**src/rtl/cntr_ctrl.sv**
```systemverilog
// Wishbone-programmed pad counter with prescaler, one-shot/auto-reload, compare and IRQ; CNTR_CTRL_GRAY_EN adds CTRL[6] Gray-coded pad output.
// Latency: ack 1 cycle after request, write commits at end of ack cycle; cnt_o follows count directly, irq_o 1 cycle after flag.
// Backpressure: none; at most one request per two cycles since nothing is accepted while ack is high.
module cntr_ctrl #(
   parameter int          BITS      = 20,
   parameter logic [31:0] BASE_ADDR = 32'h3000_0000
) (
   input  logic            wb_clk_i,
   input  logic            wb_rst_ni,
   input  logic            wbs_stb_i,
   input  logic            wbs_cyc_i,
   input  logic            wbs_we_i,
   input  logic [3:0]      wbs_sel_i,
   input  logic [31:0]     wbs_adr_i,
   input  logic [31:0]     wbs_dat_i,
   output logic            wbs_ack_o,
   output logic [31:0]     wbs_dat_o,
   output logic [BITS-1:0] cnt_o,
   output logic [BITS-1:0] cnt_oeb_o,
   output logic            irq_o
);

   typedef enum logic [1:0] {ST_IDLE, ST_RUN, ST_DONE} state_t;
   state_t state, state_nxt;

   logic            en, dir, irq_en, oe, gray;
   logic [1:0]      mode;
   logic [BITS-1:0] load, cmp, count;
   logic [15:0]     presc, psc_cnt;
   logic            match, done;

   logic            hit, req, wr;
   logic            wr_ctrl, wr_load, wr_presc, wr_cmp, wr_count, wr_status;
   logic [5:0]      reg_sel;
   logic [31:0]     wmask, rdata;
   logic [BITS-1:0] msk_b, dat_b;

   logic [BITS-1:0] term, start, stepped, cnt_tick;
   logic            at_term, wrap_hit, tick, tick_eff, entering;
   logic            match_set, done_set, os_done;
   logic            unused_ok;

   function automatic logic [BITS-1:0] merge(input logic [BITS-1:0] old,
                                             input logic [BITS-1:0] dat,
                                             input logic [BITS-1:0] msk);
      return (old & ~msk) | (dat & msk);
   endfunction

   assign hit     = (wbs_adr_i[31:8] == BASE_ADDR[31:8]);
   assign req     = wbs_stb_i & wbs_cyc_i & hit & ~wbs_ack_o;
   // Classic Wishbone holds the request through ack, so the write lands at the end of the ack cycle.
   assign wr      = wbs_ack_o & wbs_stb_i & wbs_cyc_i & wbs_we_i & hit;
   assign reg_sel = wbs_adr_i[7:2];

   assign wr_ctrl   = wr && (reg_sel == 6'h00);
   assign wr_load   = wr && (reg_sel == 6'h01);
   assign wr_presc  = wr && (reg_sel == 6'h02);
   assign wr_cmp    = wr && (reg_sel == 6'h03);
   assign wr_count  = wr && (reg_sel == 6'h04);
   assign wr_status = wr && (reg_sel == 6'h05);

   assign wmask = {{8{wbs_sel_i[3]}}, {8{wbs_sel_i[2]}}, {8{wbs_sel_i[1]}}, {8{wbs_sel_i[0]}}};
   assign msk_b = wmask[BITS-1:0];
   assign dat_b = wbs_dat_i[BITS-1:0];

   always_comb begin
      rdata = '0;
      case (reg_sel)
         6'h00:   rdata = {25'd0, gray, oe, irq_en, mode, dir, en};
         6'h01:   rdata = 32'(load);
         6'h02:   rdata = {16'd0, presc};
         6'h03:   rdata = 32'(cmp);
         6'h04:   rdata = 32'(count);
         6'h05:   rdata = {29'd0, state == ST_RUN, done, match};
         default: rdata = '0;
      endcase
   end

   assign term     = dir ? '0 : load;
   assign start    = dir ? load : '0;
   assign at_term  = (count == term);
   assign stepped  = dir ? count - 1'b1 : count + 1'b1;
   assign tick     = (state == ST_RUN) && en && (psc_cnt == presc);
   assign tick_eff = tick && !wr_count;
   assign entering = (state != ST_RUN) && (state_nxt == ST_RUN);

   // One-shot parks on terminal (covers LOAD=0 finishing on the first tick); auto-reload restarts one tick later.
   always_comb begin
      cnt_tick = stepped;
      wrap_hit = 1'b0;
      if (mode == 2'b01) begin
         cnt_tick = at_term ? count : stepped;
         wrap_hit = at_term || (stepped == term);
      end else if (mode == 2'b10) begin
         cnt_tick = at_term ? start : stepped;
         wrap_hit = at_term;
      end
   end

   assign match_set = tick_eff && (cnt_tick == cmp);
   assign done_set  = tick_eff && wrap_hit;
   assign os_done   = done_set && (mode == 2'b01);

   always_comb begin
      state_nxt = state;
      case (state)
         ST_IDLE: if (en) state_nxt = ST_RUN;
         ST_RUN: begin
            if (!en)          state_nxt = ST_IDLE;
            else if (os_done) state_nxt = ST_DONE;
         end
         ST_DONE: if (en) state_nxt = ST_RUN;
         default: state_nxt = ST_IDLE;
      endcase
   end

   always_ff @(posedge wb_clk_i or negedge wb_rst_ni) begin
      if (!wb_rst_ni) begin
         state     <= ST_IDLE;
         wbs_ack_o <= 1'b0;
         wbs_dat_o <= '0;
         en        <= 1'b0;
         dir       <= 1'b0;
         mode      <= 2'b00;
         irq_en    <= 1'b0;
         oe        <= 1'b0;
         load      <= '0;
         presc     <= '0;
         cmp       <= '0;
         count     <= '0;
         psc_cnt   <= '0;
         match     <= 1'b0;
         done      <= 1'b0;
         irq_o     <= 1'b0;
      end else begin
         state     <= state_nxt;
         wbs_ack_o <= req;
         wbs_dat_o <= (req && !wbs_we_i) ? rdata : '0;

         if (wr_ctrl && wbs_sel_i[0]) begin
            en     <= wbs_dat_i[0];
            dir    <= wbs_dat_i[1];
            mode   <= wbs_dat_i[3:2];
            irq_en <= wbs_dat_i[4];
            oe     <= wbs_dat_i[5];
         end else if (os_done) begin
            en <= 1'b0;
         end

         if (wr_load) load <= merge(load, dat_b, msk_b);
         if (wr_cmp)  cmp  <= merge(cmp, dat_b, msk_b);
         if (wr_presc) begin
            if (wbs_sel_i[0]) presc[7:0]  <= wbs_dat_i[7:0];
            if (wbs_sel_i[1]) presc[15:8] <= wbs_dat_i[15:8];
         end

         if (wr_presc || entering || tick) psc_cnt <= '0;
         else if (state == ST_RUN && en)   psc_cnt <= psc_cnt + 16'd1;

         if (wr_count)
            count <= merge(count, dat_b, msk_b);
         else if (entering && (mode == 2'b01 || mode == 2'b10) && at_term)
            count <= start;
         else if (tick_eff)
            count <= cnt_tick;

         match <= match_set | (match & ~(wr_status & wbs_sel_i[0] & wbs_dat_i[0]));
         done  <= done_set  | (done  & ~(wr_status & wbs_sel_i[0] & wbs_dat_i[1]));
         irq_o <= irq_en & (match | done);
      end
   end

`ifdef CNTR_CTRL_GRAY_EN
   always_ff @(posedge wb_clk_i or negedge wb_rst_ni) begin
      if (!wb_rst_ni)                   gray <= 1'b0;
      else if (wr_ctrl && wbs_sel_i[0]) gray <= wbs_dat_i[6];
   end
   assign cnt_o = gray ? (count ^ (count >> 1)) : count;
`else
   assign gray  = 1'b0;
   assign cnt_o = count;
`endif

   assign cnt_oeb_o = oe ? '0 : '1;
   assign unused_ok = ^{wbs_adr_i[1:0], wbs_dat_i, wmask};

endmodule

```
**config.mk**
```make
export PLATFORM = sky130hd
export DESIGN_NAME = cntr_ctrl
export DESIGN_NICKNAME = d
export VERILOG_FILES = /design/src/rtl/cntr_ctrl.sv
export SDC_FILE = /design/constraint.sdc
export NUM_CORES = 1
export LEC_CHECK = 0
export ABC_CLOCK_PERIOD_IN_PS = 8200
export CAP_MARGIN = 20
export CORE_ASPECT_RATIO = 0.8
export CORE_UTILIZATION = 60
export CTS_CLUSTER_SIZE = 24
export DETAILED_ROUTE_END_ITERATION = 7
export PLACE_DENSITY_LB_ADDON = 0.15
export SYNTH_ARGS = -nofsm -noshare
export SYNTH_HDL_FRONTEND = slang
export SYNTH_SLANG_ARGS = --single-unit
```
**constraint.sdc**
```tcl
create_clock -name wb_clk_i -period 8.2 [get_ports wb_clk_i]
set_input_delay 1.23 -clock wb_clk_i [delete_from_list [all_inputs] [get_ports wb_clk_i]]
set_output_delay 1.23 -clock wb_clk_i [all_outputs]
set_load 0.03 [all_outputs]
```
==> metrics.yaml <==
fin_area_um2: 10900
io_pins: 147
vias: 8916
crit_slowest_cell: "dfrtp_2"
syn_area_per_cell_um2: 8.633
cts_tree: "done"
synthTopCellsByCount: "124 x dfrtp_1, 109 x nor2_1, 97 x nand2_1"
num_rows: 40
ant_nets: 0
yosys.cell_count.top_type: "dfrtp_1"
first_global_vias: 8331
setup_ws_ns: 3.088
cts-htree-levels: 4
min_period_ns: 5.112
cts_buffers: 17
die_area_um2: 16020
irDropWorstVdd_v: 0.0001442
max_slew.worst_pin.slew_ns: 1.085
synth_top_family_by_area: "compound AO/OA/AOI/OAI gates"
first_pass_iters: 7
max_freq_ghz: 0.1956
setup_tns_ns: 0
grt_start_max_net_pins: 66
hold_buffers: 0
cts.repair.resized: 0
dp_slack_ns: 3.243
cts_buffer_depth: 2
startpoint_type: "flop"
synth_seq_cells: 124
ff2ff_setup_slack_ns: 3.09
cts_root_buffer: "clkbuf_16"
arrival_ns: 5.40
via_per_inst: 6.590
setup_viol: 0
start_util_pct: 61.78
insertedDiodeCount: 0
synth-edff-count: 0
cts.clk_slew.worst_paths_ns: 0.06
track_usage_pct: 37.81
leakage_nw: 4.644
synth-compound-area-share_pct: 21.04
drive_gt1_share_pct: 9.886
placed_area_um2: 10300
ys_top_cells_by_area: "dfrtp_1 33%, mux2_2 6.7%, nor2_1 4.4%"
wl_per_cell_um: 21.66
synth-simple-area-share_pct: 19.78
area_growth_pct: 17.14
slew_violations: 0
grt-ovfl-total: 0
critPathKind: "flop to flop"
max_cap_viol_count: 0
dr.first_iter.drc_count: 1214
ys_async_sr_fraction_pct: 100.0
seqCellArea_um2: 3104
post_cts_buffers: 0
antenna_found_initial: 0
grt_pass1_wl_mm: 46.37
whs_path_depth: 1
reg2reg_depth: 11
synth_top_area_share_pct: 33.34
core-area_um2: 15060
port_buffers: 119
ys.flop_type: "dfrtp_1"
drt_wl_total_mm: 29.31
pwr_density_cell_nw_per_um2: 132.7
synth_cells: 1078
ys_seq_area_share_pct: 33.34
max_slew_margin_pct: 27.54
synth.distinct_cells: 78
hold_viol: 0
hpwlAfterDp_mm: 21.43
synthAdderAreaFrac_pct: 3.038
multi_input_area_um2: 5602
finalNetCount: 1225
synth_xor_area_share_pct: 8.927
yosysTopAreaCell: "dfrtp_1"
path_cells: "inv_1 -> fa_1 -> nand2b_1 -> a21o_1 -> a211o_1 -> a22o_1 -> or4_1 -> a32oi_1 -> o2111ai_1 -> a211oi_1 -> o21bai_1"
post-route-period-util_pct: 62.35
synth_mux_area_share_pct: 6.870
ys_warn_count: 0
critPathMaxStageDelay_ns: 0.97
dieWidth_um: 141.2
crit_path_end_kind: "flop"
rsz0062_at_grt: "no"
crit_fanout: 55
status: "finished clean"
hp-class: "flop to flop"
cts_sinks: 124
drc: 0
crit_required_ns: 8.49
netlist_area_um2: 9306
skew_ns: 0.01247
clock_latency_ns: 0.43
fill_cells: 1167
place.gp.congestion: 1.010
die_height_um: 113.4
[path summary, 6_finish.rpt]
path	start	endpoint
max	dir	en
min reg2reg	wbs_ack_o	wbs_ack_o
min in group asynchronous	wb_rst_ni	async pin
max reg2reg	dir	en
max in group asynchronous	wb_rst_ni	dir
min	wbs_ack_o	wbs_ack_o
[layer usage]
metal / up-vias / wire length, um / track usage [%]
li1: 4022 / - / -
met1: 4231 / 12450 / 54.61
met2: 602 / 12440 / 55.87
met3: 61 / 3815 / 8.690
met4: 0 / 607 / 12.83
met5: - / 0 / 0
[cell families (layout without fill, tap and decap cells)]
kind of cell / after synthesis / after routing
simple gates: 372 / 372
compound gates: 290 / 290
buf+inv: 125 / 179
flops: 124 / 124
xor+xnor: 87 / 87
mux: 57 / 57
fa+ha+maj: 22 / 22
other cells: 1 / 12
[where the power goes]
group / total, mW / switching (mW) / internal (mW)
Combinational: 0.0602 / 0.0342 / 0.0260
Sequential: 0.612 / 0.000000000156 / 0.612
Clock: 0.774 / 0.305 / 0.469
Total: 1.45 / 0.339 / 1.11
[per-stage QoR]
stage	instances	hold slack (ns)	power [mW]	util [%]
finish	1353	0.4701	1.446	72.37
global route	1353	0.4736	1.478	72.37
CTS	1353	0.4667	1.447	72.37
detailed placement	1321	0.4598	0.6830	68.37
global placement	1321	0.4435	0.6822	68.37
floorplan	1089	0.4669	0.6388	-
[layout make-up]
| cell class | count | area share, % |
|---|---|---|
| clock buffer | 19 | 4.155 |
| clock inverter | 13 | 1.366 |
| inverter | 18 | 0.6198 |
| multi-input combinational | 840 | 51.38 |
| sequential | 124 | 28.47 |
| tap | 210 | 2.410 |
| timing repair buffer | 129 | 11.59 |
[cell usage in the layout, fill, tap and decap left out, types with 6 or more instances in the layout]
| master | instances |
|---|---|
| dfrtp_1 | 123 |
| clkdlybuf4s50_1 | 118 |
| nor2_1 | 109 |
| nand2_1 | 97 |
| a21oi_1 | 76 |
| mux2_2 | 55 |
| o21ai_0 | 50 |
| xnor2_1 | 45 |
| nand3_1 | 41 |
| xor2_1 | 37 |
| a22oi_1 | 25 |
| ha_1 | 21 |
| nand4_1 | 20 |
| inv_1 | 18 |
| a222oi_1 | 17 |
| clkbuf_16 | 17 |
| nor3_1 | 14 |
| nor4_1 | 12 |
| o22ai_1 | 12 |
| conb_1 | 12 |
| buf_4 | 11 |
| a21o_1 | 10 |
| and3_1 | 9 |
| o21a_1 | 9 |
| o211ai_1 | 9 |
| or4_1 | 8 |
| nand2b_1 | 8 |
| a31oi_1 | 8 |
| nor2b_1 | 7 |
| nor4b_1 | 6 |
| o2bb2ai_1 | 6 |
| a22o_1 | 6 |
| a221oi_1 | 6 |
| inv_6 | 6 |
[critical path, delay by kind of cell (launching register included)]
family,cells,cell delay (ns)
buffers and inverters,1,0.59
flip-flops,1,0.97
adder cells (fa/ha/maj),1,0.55
AO/OA/AOI/OAI,7,2.12
AND/OR/NAND/NOR,2,0.71
(Power assumes the default switching activity.)
